File: config.mk
export PLATFORM = sky130hd
export DESIGN_NAME = wb_regfile
export DESIGN_NICKNAME = d
export VERILOG_FILES = /design/src/rtl/wb_pkg.sv /design/src/rtl/wb_scoreboard.sv /design/src/rtl/wb_regfile.sv
export SDC_FILE = /design/constraint.sdc
export NUM_CORES = 1
export LEC_CHECK = 0
export ABC_AREA = 0
export CORE_MARGIN = 4
export CORE_UTILIZATION = 29
export CTS_CLUSTER_SIZE = 14
export DETAILED_ROUTE_END_ITERATION = 12
export GPL_ROUTABILITY_DRIVEN = 0
export PLACE_DENSITY = 0.46
export RECOVER_POWER = 100
export SYNTH_ARGS = -nofsm -noshare
export SYNTH_HDL_FRONTEND = slang
export SYNTH_HIERARCHICAL = 1
export SYNTH_SLANG_ARGS = --single-unit
File: constraint.sdc
create_clock -name clk -period 2.8 [get_ports clk]
set_input_delay 0.56 -clock clk [delete_from_list [all_inputs] [get_ports clk]]
set_output_delay 0.56 -clock clk [all_outputs]
set_load 0.03 [all_outputs]
File: src/rtl/wb_pkg.sv
// Shared constants and the register-address type for the write-back register file and its scoreboard.
// Include this package before any file that imports it.
package wb_pkg;
    localparam int DATA_W     = 8;
    localparam int REG_ADDR_W = 2;
    localparam int NREG       = 4;
    localparam int PEND_MAX   = 3;

    typedef logic [REG_ADDR_W-1:0] reg_addr_t;
    typedef logic [1:0]            pend_t;
endpackage

File: src/rtl/wb_scoreboard.sv
// Purpose: per-register pending-write counters that gate issue; bypass relax under WB_REGFILE_BYPASS_EN.
// Latency: counters update on the next edge; id_stall is combinational.
// Backpressure: id_stall holds decode on busy sources or a saturated destination, and never depends on id_issue.
module wb_scoreboard
    import wb_pkg::*;
(
    input  logic      clk,
    input  logic      rst,
    input  logic      wb_reg_write,
    input  reg_addr_t wb_reg_dist,
    input  reg_addr_t id_rs1,
    input  reg_addr_t id_rs2,
    input  logic      id_issue,
    input  logic      id_rd_valid,
    input  reg_addr_t id_rd,
    output logic      id_stall
);

    pend_t [NREG-1:0] pend_q;
    pend_t [NREG-1:0] pend_d;
    logic             issue_acc;

    function automatic logic src_busy(input reg_addr_t rs, input pend_t cnt);
`ifdef WB_REGFILE_BYPASS_EN
        // The final outstanding write to this source is landing now and is forwarded.
        src_busy = (cnt != 2'd0) &&
                   !((cnt == 2'd1) && wb_reg_write && (wb_reg_dist == rs));
`else
        src_busy = (cnt != 2'd0);
`endif
    endfunction

    always_comb begin
        id_stall = src_busy(id_rs1, pend_q[id_rs1]) ||
                   src_busy(id_rs2, pend_q[id_rs2]) ||
                   (id_rd_valid && (pend_q[id_rd] == pend_t'(PEND_MAX)));
        issue_acc = id_issue && id_rd_valid && !id_stall;
    end

    always_comb begin
        pend_d = pend_q;
        for (int r = 0; r < NREG; r++) begin
            if (issue_acc && (id_rd == reg_addr_t'(r))) begin
                // A commit to the same register in the same cycle cancels the increment.
                if (!(wb_reg_write && (wb_reg_dist == reg_addr_t'(r)))) begin
                    pend_d[r] = pend_q[r] + 2'd1;
                end
            end else if (wb_reg_write && (wb_reg_dist == reg_addr_t'(r)) && (pend_q[r] != 2'd0)) begin
                pend_d[r] = pend_q[r] - 2'd1;
            end
        end
    end

    always_ff @(posedge clk) begin
        if (rst) begin
            pend_q <= '0;
        end else begin
            pend_q <= pend_d;
        end
    end

endmodule

File: src/rtl/wb_regfile.sv
// Purpose: register array with zero-latency reads, retire counter and scoreboard; WB_REGFILE_BYPASS_EN forwards wb_result.
// Latency: commits visible next cycle (same cycle with bypass); reads are combinational.
// Backpressure: id_stall from the scoreboard; commits are always accepted.
module wb_regfile #(
    parameter int DATA_W = wb_pkg::DATA_W,
    parameter int NREG   = wb_pkg::NREG
) (
    input  logic                  clk,
    input  logic                  rst,
    input  logic                  wb_reg_write,
    input  wb_pkg::reg_addr_t     wb_reg_dist,
    input  logic [DATA_W-1:0]     wb_result,
    input  wb_pkg::reg_addr_t     id_rs1,
    input  wb_pkg::reg_addr_t     id_rs2,
    output logic [DATA_W-1:0]     id_rs1_data,
    output logic [DATA_W-1:0]     id_rs2_data,
    input  logic                  id_issue,
    input  logic                  id_rd_valid,
    input  wb_pkg::reg_addr_t     id_rd,
    output logic                  id_stall,
    output logic [15:0]           retire_cnt
);

    logic [NREG-1:0][DATA_W-1:0] regs_q;
    logic [NREG-1:0][DATA_W-1:0] regs_d;
    logic [15:0]                 retire_cnt_q;
    logic [15:0]                 retire_cnt_d;

    always_comb begin
        regs_d       = regs_q;
        retire_cnt_d = retire_cnt_q;
        if (wb_reg_write) begin
            regs_d[wb_reg_dist] = wb_result;
            if (retire_cnt_q != 16'hFFFF) begin
                retire_cnt_d = retire_cnt_q + 16'd1;
            end
        end
    end

    always_ff @(posedge clk) begin
        if (rst) begin
            regs_q       <= '0;
            retire_cnt_q <= '0;
        end else begin
            regs_q       <= regs_d;
            retire_cnt_q <= retire_cnt_d;
        end
    end

    always_comb begin
`ifdef WB_REGFILE_BYPASS_EN
        id_rs1_data = (wb_reg_write && (wb_reg_dist == id_rs1)) ? wb_result : regs_q[id_rs1];
        id_rs2_data = (wb_reg_write && (wb_reg_dist == id_rs2)) ? wb_result : regs_q[id_rs2];
`else
        id_rs1_data = regs_q[id_rs1];
        id_rs2_data = regs_q[id_rs2];
`endif
    end

    assign retire_cnt = retire_cnt_q;

    wb_scoreboard u_scoreboard (
        .clk          (clk),
        .rst          (rst),
        .wb_reg_write (wb_reg_write),
        .wb_reg_dist  (wb_reg_dist),
        .id_rs1       (id_rs1),
        .id_rs2       (id_rs2),
        .id_issue     (id_issue),
        .id_rd_valid  (id_rd_valid),
        .id_rd        (id_rd),
        .id_stall     (id_stall)
    );

endmodule

==> impl_results.md <==
* Status: finished clean
* Leak at approximately 0.0016 µW
* Final Setup Violations at 0
* Post-synthesis cell area at roughly 3000 µm²
* CP max FO at 9
* Via/cell ratio at slightly above 5
* Maximum vdd drop at about 0.23 mV
* H-tree Lvls at 2
* Hold path depth at 2
* Synthesized flop and latch total at 56
* R2R Path Start: retire_cnt[12]
* Largest net degree at the start of global routing at 51
* Mean routed wirelength per cell at ~15 µm
* Reg-to-reg endpoint: retire_cnt[0]
* FP Rows at 37
* Slowest stage delay, CP at 0.58 ns
* Num Clock Sinks at 56
* Area share of the largest cell type after synthesis at 0.367
* Worst R2R Setup Slack at 0.41 ns
* Root Driver: clkbuf_8
* Post-synthesis compound-gate area fraction at 0.0909
* Post-synthesis sequential area ratio at 0.367
* Yosys Warn Count at 6
* First-pass DRT Iterations at 4
* Critical path type: input port to output pin
* MaxCap Viol Count at 0
* Cells after Synth at 312
* Slew headroom at 0.181
* Final ANT Viol Nets at 0
* DRC at 0
* Initial Util at 0.297
* Worst Hold End: retire_cnt[1]
* DIE AREA at ~12000 µm²
* Largest cells by area after synthesis: dfxtp_1, mux4_2, mux2i_1
* Fmax at just under 400 MHz
* Iteration-0 DRC Markers at between 90 and 100
* Global-route wire length before repair at approximately 13000 µm
* I/O Buffers at between 50 and 60
* Diode count at 0
* Drt total wl at around 7800 µm
* R2R cell count at 4
* CTS tree: done
* Synth cell types at 58
* Post-synth EDFFs at 0
* Cell taking the most area after synthesis: dfxtp_1
* Vias in the first global route at 2504
* Most used DFF post-synth: dfxtp_1
* CTS clk-pin slew, worst paths at 0.10 ns
* RSZ-0062 raised after global routing: no
* Most common cell in the netlist: dfxtp_1
* Die X at 111 µm
* Worst path cell trace: dlygate4sd3_1 > buf_12 > mux4_2 > and2_4 > nand2_1 > buf_6
* Initial antenna violation count at 0
* Final Util at 0.380
* Final hold vios at 0
* Nets at 394
* Final max-slew violation count at 0
* Max clock buf depth at 2
* CP Launch Type: input port
* Via count at 2580
* Worst skew pair latency at 0.31 ns
* Core Footprint at ~10000 µm²
* Worst Skew at ~0.012 ns
* Crit path max-delay cell type: dlygate4sd3_1
* Largest family of logic cells by synthesized area: simple AND/OR/NAND/NOR gates
* TritonCTS buffer count at 5
* WP data required at between 2 and 2.5 ns
* Detailed Place HPWL at 5680 µm
* Crit path DAT at 1.98 ns
* Synth Area in XOR/XNOR at 0.00287
* Top post-synthesis cells by count: dfxtp_1, nor2_1, mux2i_1
* Synth Area in Adders at 0.00410
* Total track usage at 0.129
* Io pins at between 50 and 60
* Crit path capture type: output pin
* Grt total ovfl at 0
* Worst min-delay path class: flop to flop
* Worst Tran Pin Value at 1.22 ns
* Mapped Avg Cell Area at ~9.8 µm²
* FFs w/ async S/R, synth at 0
* Crit path launch: id_rs2[1]
* Power per cell area at 420 nW/µm²
* Share of cells above drive strength 1 at 0.121
* Post-synthesis mux area share at 0.249
* Tcrit/Tclk final at 0.908
* Hold Path Origin: retire_cnt[1]
* Area delta synth->final at 27.7%
* Fillcell total at ~1100
* Total power at 1640 µW
* Worst Path Buf+Inv at 3
* Die Ht at ~110 µm
* Crit path max-delay family: buffers and inverters
* Syn Nets at 334
* Post-Synth Simple-Gate Area at 0.259
* Min Tclk post-route at 2.54 ns
[worst max-delay path by stage]
stage,endpoint,slack [ns],depth (start not counted)
global route,id_stall,0.18,6
finish,id_stall,0.26,6
floorplan,id_stall,0.68,4
detailed placement,id_rs2_data[1],-0.11,4
global placement,id_rs1_data[2],-0.09,4
CTS,id_stall,0.03,7
[worst register-to-register path, stage by stage (launching register included)]
cell and delay, ns:
dfxtp_1 0.47, nand4_1 0.29, nor4_1 1.05, nor2b_2 0.12, mux2_1 0.35
[metal layers]
layer	vias up	GRT usage	share of wire	routed length (µm)
met4	0	0.0246	0.0074	58
met5	-	0	0	0
li1	1287	-	-	-
met2	51	0.209	0.46	3580
met1	1238	0.182	0.50	3920
met3	4	0.0230	0.034	264
[state kept, by name, indices dropped and copies added (netlist names)]
| register | count |
|---|---|
| retire_cnt | 16 |
| u_scoreboard/pend_q | 8 |
| regs_q | 32 |
[layout make-up]
cell class                 count  area, µm²  share of cell area
clock inverter                 3       46.3              0.0119
sequential                    56       1120               0.287
clock buffer                   5       68.8              0.0176
multi-input combinational    238       1810               0.464
inverter                       2       7.51             0.00192
tap                          136        170              0.0436
timing repair buffer          69        678               0.174
[timing repair]
action / 4_1_cts / 5_1_grt
setup endpoints to repair: 15 / 1
buffers inserted: 2 / 0
resized for setup: 14 / 3
pin swaps: 0 / 0
hold endpoints to repair: 0 / 0
hold buffers: 0 / 0
[power by group]
group	switching (µW)	total [µW]	internal (µW)
Sequential	18.2	835	817
Clock	280	552	272
Combinational	132	254	122
Total	430	1640	1210
[stage by stage]
step	std cells	setup WS [ns]	area (µm²)	hold WS (ns)	TNS, ns
after floorplan	312	0.676	3060	0.473	0
after global placement	499	-0.0920	3820	0.489	-1.23
after detailed placement	499	-0.112	3820	0.503	-1.32
after CTS	509	0.0292	3960	0.522	0
after global routing	509	0.180	3900	0.552	0
final	509	0.257	3900	0.511	0
[cells by family (layout without fill, tap and decap cells)]
logic type / after synthesis / in the layout
simple gates: 142 / 142
flops: 56 / 56
mux: 53 / 53
compound gates: 41 / 41
buf+inv: 18 / 79
fa+ha+maj: 1 / 1
xor+xnor: 1 / 1
[cell usage in the layout (no fill, tap or decap), types with 4 or more instances in the layout]
cell type	instances
dfxtp_1	56
nor2_1	50
mux2i_1	34
nand2_1	20
dlygate4sd3_1	19
mux4_2	18
clkdlybuf4s50_1	14
dlygate4sd2_1	14
nand3_1	12
a21oi_1	12
nor3b_1	7
clkbuf_1	7
nor3_1	6
buf_12	6
or3_1	5
nand3b_1	5
clkbuf_8	5
buf_4	5
and3_1	4
o31ai_1	4
or4_1	4
a211oi_1	4
o211ai_1	4
nor4b_1	4
(Power assumes the default switching activity.)
